$ cat src/rtl/ps2_joy_if.sv
// PS/2 pin inputs and decoded pad/keyboard outputs of ps2_joy.
// The slave modport is the receiver's view; master is the board/PPU side.
interface ps2_joy_if;
  logic       ps2_clk;
  logic       ps2_dat;
  logic [7:0] joy1;
  logic [7:0] joy2;
  logic [7:0] kbd_data;
  logic       kbd_valid;
  logic       err;

  modport slave (
    input  ps2_clk, ps2_dat,
    output joy1, joy2, kbd_data, kbd_valid, err
  );

  modport master (
    output ps2_clk, ps2_dat,
    input  joy1, joy2, kbd_data, kbd_valid, err
  );
endinterface

$ cat src/rtl/ps2_joy.sv
// Receive-only PS/2 keyboard front end that keeps two NES pad states from set-2 make/break codes.
// Define PS2_GLITCH_FILTER_EN to qualify ps2_clk with a FILTER-cycle stability filter before edge detection.
module ps2_joy #(
  parameter int TIMEOUT = 50000,
  parameter int FILTER  = 8
) (
  input  logic      clock,
  input  logic      reset,
  ps2_joy_if.slave  bus
);
  localparam int WDW = $clog2(TIMEOUT + 1);

  logic           clk_s1, clk_s2, dat_s1, dat_s2;
  logic           edge_lvl, edge_prev, fall;
  logic [9:0]     sh;
  logic [10:0]    frame;
  logic [3:0]     cnt;
  logic [WDW-1:0] wd;
  logic           rel, ext;
  logic [7:0]     joy1, joy2, kbd_data;
  logic           kbd_valid, err;
  logic [4:0]     key;
  logic           frame_ok;

  always_ff @(posedge clock) begin
    if (reset) begin
      clk_s1 <= 1'b1;
      clk_s2 <= 1'b1;
      dat_s1 <= 1'b1;
      dat_s2 <= 1'b1;
    end else begin
      clk_s1 <= bus.ps2_clk;
      clk_s2 <= clk_s1;
      dat_s1 <= bus.ps2_dat;
      dat_s2 <= dat_s1;
    end
  end

`ifdef PS2_GLITCH_FILTER_EN
  localparam int FW = $clog2(FILTER + 1);
  logic          filt;
  logic [FW-1:0] fcnt;

  // The filtered level follows only after FILTER consecutive disagreeing cycles.
  always_ff @(posedge clock) begin
    if (reset) begin
      filt <= 1'b1;
      fcnt <= '0;
    end else if (clk_s2 != filt) begin
      if (fcnt == FW'(FILTER - 1)) begin
        filt <= clk_s2;
        fcnt <= '0;
      end else begin
        fcnt <= fcnt + 1'b1;
      end
    end else begin
      fcnt <= '0;
    end
  end

  assign edge_lvl = filt;
`else
  assign edge_lvl = clk_s2;
`endif

  always_ff @(posedge clock) begin
    if (reset) edge_prev <= 1'b1;
    else       edge_prev <= edge_lvl;
  end

  assign fall     = edge_prev & ~edge_lvl;
  assign frame    = {dat_s2, sh};
  assign frame_ok = ~frame[0] & frame[10] & (^frame[9:1]);

  // {hit, player2, bit index}
  function automatic logic [4:0] map_key(input logic [7:0] b);
    case (b)
      8'h22: map_key = 5'b10_000;
      8'h1A: map_key = 5'b10_001;
      8'h21: map_key = 5'b10_010;
      8'h5A: map_key = 5'b10_011;
      8'h75: map_key = 5'b10_100;
      8'h72: map_key = 5'b10_101;
      8'h6B: map_key = 5'b10_110;
      8'h74: map_key = 5'b10_111;
      8'h42: map_key = 5'b11_000;
      8'h3B: map_key = 5'b11_001;
      8'h3C: map_key = 5'b11_010;
      8'h43: map_key = 5'b11_011;
      8'h1D: map_key = 5'b11_100;
      8'h1B: map_key = 5'b11_101;
      8'h1C: map_key = 5'b11_110;
      8'h23: map_key = 5'b11_111;
      default: map_key = 5'b00_000;
    endcase
  endfunction

  assign key = map_key(frame[8:1]);

  always_ff @(posedge clock) begin
    if (reset) begin
      sh        <= '0;
      cnt       <= '0;
      wd        <= '0;
      rel       <= 1'b0;
      ext       <= 1'b0;
      joy1      <= '0;
      joy2      <= '0;
      kbd_data  <= '0;
      kbd_valid <= 1'b0;
      err       <= 1'b0;
    end else begin
      kbd_valid <= 1'b0;
      err       <= 1'b0;
      if (fall) begin
        wd <= '0;
        if (cnt == 4'd10) begin
          cnt <= '0;
          if (frame_ok) begin
            kbd_valid <= 1'b1;
            kbd_data  <= frame[8:1];
            if (frame[8:1] == 8'hE0) begin
              ext <= 1'b1;
            end else if (frame[8:1] == 8'hF0) begin
              rel <= 1'b1;
            end else begin
              if (key[4]) begin
                if (key[3]) joy2[key[2:0]] <= ~rel;
                else        joy1[key[2:0]] <= ~rel;
              end
              rel <= 1'b0;
              ext <= 1'b0;
            end
          end else begin
            err <= 1'b1;
          end
        end else begin
          sh  <= frame[10:1];
          cnt <= cnt + 1'b1;
        end
      end else if (cnt != 4'd0) begin
        // A stalled frame is dropped silently once the line has been idle too long.
        if (wd == WDW'(TIMEOUT - 1)) begin
          cnt <= '0;
          wd  <= '0;
        end else begin
          wd <= wd + 1'b1;
        end
      end
    end
  end

  // ext is tracked but never steers the map: arrows alias keypad 8/2/4/6 and both Enters.
  logic unused_ext;
  assign unused_ext = ext;

  assign bus.joy1      = joy1;
  assign bus.joy2      = joy2;
  assign bus.kbd_data  = kbd_data;
  assign bus.kbd_valid = kbd_valid;
  assign bus.err       = err;
endmodule
$ cat src/flat_wrapper.sv
// flat-port wrapper written by rule: the top's interface ports become plain ports
module ps2_joy_flat 
#(
  parameter int TIMEOUT = 50000,
  parameter int FILTER  = 8
)
  (clock, reset, bus_ps2_clk, bus_ps2_dat, bus_joy1, bus_joy2, bus_kbd_data, bus_kbd_valid, bus_err);
  ps2_joy_if bus_i ();
  input  logic clock;
  input  logic reset;
  input wire logic [$bits(bus_i.ps2_clk)-1:0] bus_ps2_clk;
  input wire logic [$bits(bus_i.ps2_dat)-1:0] bus_ps2_dat;
  output wire logic [$bits(bus_i.joy1)-1:0] bus_joy1;
  output wire logic [$bits(bus_i.joy2)-1:0] bus_joy2;
  output wire logic [$bits(bus_i.kbd_data)-1:0] bus_kbd_data;
  output wire logic [$bits(bus_i.kbd_valid)-1:0] bus_kbd_valid;
  output wire logic [$bits(bus_i.err)-1:0] bus_err;
  assign bus_i.ps2_clk = bus_ps2_clk;
  assign bus_i.ps2_dat = bus_ps2_dat;
  assign bus_joy1 = bus_i.joy1;
  assign bus_joy2 = bus_i.joy2;
  assign bus_kbd_data = bus_i.kbd_data;
  assign bus_kbd_valid = bus_i.kbd_valid;
  assign bus_err = bus_i.err;
  ps2_joy #(.TIMEOUT(TIMEOUT), .FILTER(FILTER)) u_core (.clock(clock), .reset(reset), .bus(bus_i));
endmodule
$ cat config.mk
export PLATFORM = sky130hd
export DESIGN_NAME = ps2_joy_flat
export DESIGN_NICKNAME = d
export VERILOG_FILES = /design/src/rtl/ps2_joy_if.sv /design/src/rtl/ps2_joy.sv /design/src/flat_wrapper.sv
export SDC_FILE = /design/constraint.sdc
export NUM_CORES = 1
export LEC_CHECK = 0
export ABC_CLOCK_PERIOD_IN_PS = 2700
export CORE_AREA = 2 2 114 116
export CTS_CLUSTER_DIAMETER = 200
export CTS_CLUSTER_SIZE = 16
export DETAILED_ROUTE_END_ITERATION = 7
export DIE_AREA = 0 0 116 118
export PLACE_DENSITY_LB_ADDON = 0.2
export SETUP_SLACK_MARGIN = 0.2
export SYNTH_ARGS = -nofsm -noshare
export SYNTH_HDL_FRONTEND = slang
export SYNTH_SLANG_ARGS = --single-unit
$ cat constraint.sdc
create_clock -name clock -period 2.7 [get_ports clock]
set_input_delay 0.54 -clock clock [delete_from_list [all_inputs] [get_ports clock]]
set_output_delay 0.54 -clock clock [all_outputs]
set_load 0.005 [all_outputs]
==> out/qor.csv <==
stage,metric,value,unit
clock_network,CTS Buf Count,9,
floorplan,core box area,12400,sq um
setup_path,Worst Setup Start Kind,flop,
route,DRT Wirelength,7140,microns
run_status,status,completed,
setup_path,slowest cell on the critical path,dfxtp_2,
layout,Final Cell Area,3940,sq um
floorplan,die width,116,microns
route,Via density,4.54,
clock_network,CTS tree,yes,
setup_path,CP Capture Type,flop,
global_route,initial antenna violation count,0,
layout,Fillers,1330,
timing,Fin. Hold Viols,0,
global_route,first-pass GRT wire length,11900,microns
global_route,grt ovf,0,
synthesis,top_reg_cell synth,dfxtp_1,
placement,buffers added on ports,29,
setup_path,CP cell instances,"inv_1, ha_2, xnor3_1, xnor2_2, nor3_2, buf_4, nand4_2, or3_1, a21oi_1",
power,Leakage Power,1.46,nW
timing,Setup Viol. Count Final,0,
global_route,Tot GR Track Use,0.110,
timing,"Min Clock Period, post-route",2.39,ns
route,Pre-Repair DR Iteration Count,5,
clock_network,clk slew on worst S/H paths,0.05,ns
synthesis,register area share after synthesis,0.406,
setup_path,"delay-heaviest family, CP",simple AND/OR/NAND/NOR gates,
route,drt drc,0,
setup_path,critical path type,reg -> reg,
layout,fin nets,415,
placement,Post-Place Cell Area,3580,sq um
route,Routed met2 length,3170,microns
setup_path,Worst Path Max Fanout,8,
clock_network,root buf cell,clkbuf_16,
clock_network,clock sinks,62,
timing,Pins Over Slew Limit,0,
layout,multi-input logic area,1770,sq um
clock_network,clk_lat worst skew,0.32,ns
hold_path,min-delay worst type,reg -> reg,
synthesis,Synth Register Bits,62,
timing,Max-Slew Margin vs Limit,0.670,
timing,Fmax,419,MHz
timing,unrepaired setup endpoints after global routing,true,
synthesis,Avg Inst Size Synth,8.70,sq um
synthesis,ys async rst share,0,
layout,Antenna Diode Count,0,
setup_path,Crit path required time,2.95,ns
synthesis,"Distinct cells, synth",53,
placement,gpl congestion,0.833,
route,antenna-violating nets left,0,
layout,synthesis-to-layout area growth,29.1,%
setup_path,Crit path buffers/inverters,2,
synthesis,syn_nets,374,
route,wl on met1,3490,microns
layout,share of layout cells above drive strength 1,0.142,
setup_path,Worst Path Arrival,2.64,ns
setup_path,CP peak stage delay,0.39,ns
floorplan,starting density of the core,0.246,
floorplan,Die Y-Extent,118,microns
synthesis,Synth warnings,0,
floorplan,io pins,30,
timing,clk_skew,0.00511,ns
job,Max-Cap Viols,0,
placement,DP HPWL,5140,microns
timing,Fin Setup TNS,0,ns
synthesis,Post-synth EDFFs,0,
clock_network,H-tree depth,3,
synthesis,area of the mapped netlist,3050,sq um
route,top layer used by detailed routing,met4,
global_route,largest net degree at the start of global routing,39,
global_route,vias in the first global route,2379,
synthesis,Syn Inst Count,351,
layout,Register Area,1250,sq um
floorplan,site row count,41,
timing,slew at the pin closest to its max-slew limit,0.489,ns
floorplan,DIE AREA,13700,sq um
route,Avg WL per Cell,12.6,microns
route,via count,2573,
timing,final worst path period share,0.883,
route,met3 WL,423,microns
power,Peak VDD IR,0.391,mV
route,Starting DRT DRC Count,194,
power,power per cell area,526,nW/um^2
clock_network,Longest Clk Path Bufs,2,
## cells in the final DEF, fill, tap and decap left out, drive strengths merged, types with 2 or more instances in the layout
cell type      instances
dfxtp                 62
nand2                 48
nor2                  36
clkdlybuf4s50         29
a21oi                 28
ha                    19
inv                   16
nand3                 13
o21ai                 13
mux2i                 13
buf                   11
or3                    9
clkbuf                 9
nor3                   9
xnor2                  8
xor2                   7
nand3b                 7
or2                    6
nand4                  5
nor4                   4
o41ai                  3
clkinv                 3
o311ai                 3
a22oi                  3
and3                   2
nand2b                 2
and2                   2
o2111ai                2
or3b                   2
nor3b                  2
a31oi                  2
or4                    2
## logic make-up (layout without fill, tap and decap cells)
group,after synthesis,after routing,synth area share
AND/OR/NAND/NOR,154,154,0.266
flip-flops,62,62,0.406
AO/OA/AOI/OAI,61,61,0.123
buffers and inverters,26,70,0.0332
adder cells (fa/ha/maj),19,19,0.0778
XOR/XNOR,16,16,0.0504
multiplexers,13,13,0.0426
## layer usage
layer,vias up,global-route usage
met2,69,0.157
met4,0,0.0365
met5,-,0
met3,4,0.0366
li1,1309,-
met1,1191,0.154
## state kept, by name, summed over array words and instances, names as in the netlist
name,flops
u_core.dat_s2,1
u_core.sh,10
u_core.bus.kbd_data,8
u_core.dat_s1,1
u_core.bus.err,1
u_core.bus.joy1,8
u_core.bus.kbd_valid,1
u_core.clk_s2,1
u_core.edge_prev,1
u_core.cnt,4
u_core.bus.joy2,8
u_core.wd,16
u_core.clk_s1,1
u_core.rel,1
## where the power goes
part | switching, W | internal (W) | leakage [nW] | total (W)
registers | 0.00000433 | 0.000922 | 0.503 | 0.000926
clock network | 0.000394 | 0.000697 | 0.137 | 0.00109
logic | 0.0000363 | 0.0000194 | 0.817 | 0.0000558
total | 0.000435 | 0.00164 | 1.46 | 0.00207
## timing repair
action | 4_1_cts | 5_1_grt
setup buffers | 1 | 2
hold buffers | 0 | 0
resized for setup | 1 | 15
pin swaps | 2 | 2
setup endpoints to repair | 3 | 22
## area by class of cell
class | count | share of cell area
Multi-Input combinational cell | 263 | 0.449
Sequential cell | 62 | 0.316
Timing Repair Buffer | 40 | 0.0946
Clock buffer | 9 | 0.0571
Tap cell | 172 | 0.0546
Inverter | 16 | 0.0152
Clock inverter | 5 | 0.0133
## metrics by stage
stage,hold slack [ns],cells,power (W),utilization,worst slack (ns)
3_5_place_dp,0.397,550,0.00100,0.288,0.159
4_1_cts,0.410,565,0.00210,0.311,0.227
6_report,0.406,567,0.00207,0.318,0.315
3_3_place_gp,0.394,550,0.00100,0.288,0.280
2_1_floorplan,0.389,351,0.000982,-,0.469
5_1_grt,0.428,567,0.00216,0.318,0.160
## Yosys cell counts, drive strengths merged (2+ instances only)
cell type | number | area share
a21oi | 28 | 0.047
a22oi | 3 | 0.0090
a31oi | 2 | 0.0041
and2 | 2 | 0.0041
and3 | 2 | 0.0041
buf | 4 | 0.0061
clkbuf | 6 | 0.0074
dfxtp | 62 | 0.41
ha | 19 | 0.078
inv | 16 | 0.020
mux2i | 13 | 0.043
nand2 | 48 | 0.059
nand2b | 2 | 0.0041
nand3 | 13 | 0.021
nand3b | 7 | 0.017
nand4 | 5 | 0.012
nor2 | 36 | 0.045
nor3 | 9 | 0.018
nor3b | 2 | 0.0066
nor4 | 4 | 0.017
o2111ai | 2 | 0.0057
o21ai | 13 | 0.021
o311ai | 3 | 0.0086
o41ai | 3 | 0.0086
or2 | 6 | 0.012
or3 | 9 | 0.018
or3b | 2 | 0.0057
or4 | 2 | 0.0053
xnor2 | 8 | 0.023
xor2 | 7 | 0.020
## path summary, 6_finish.rpt
kind | start | endpoint | slack [ns] | cells past startpoint
setup / recovery | u_core.sh[4]$_SDFFE_PP0P_ | u_core.bus.joy1[6]$_SDFFE_PP0P_ | 0.31 | 9
hold / removal | u_core.clk_s1$_SDFF_PP1_ | u_core.clk_s2$_SDFF_PP1_ | 0.41 | 1
setup reg to reg | u_core.sh[4]$_SDFFE_PP0P_ | u_core.bus.joy1[6]$_SDFFE_PP0P_ | 0.31 | 9
hold reg to reg | u_core.clk_s1$_SDFF_PP1_ | u_core.clk_s2$_SDFF_PP1_ | 0.41 | 1
No activity file was read; power rests on OpenSTA's default activity.
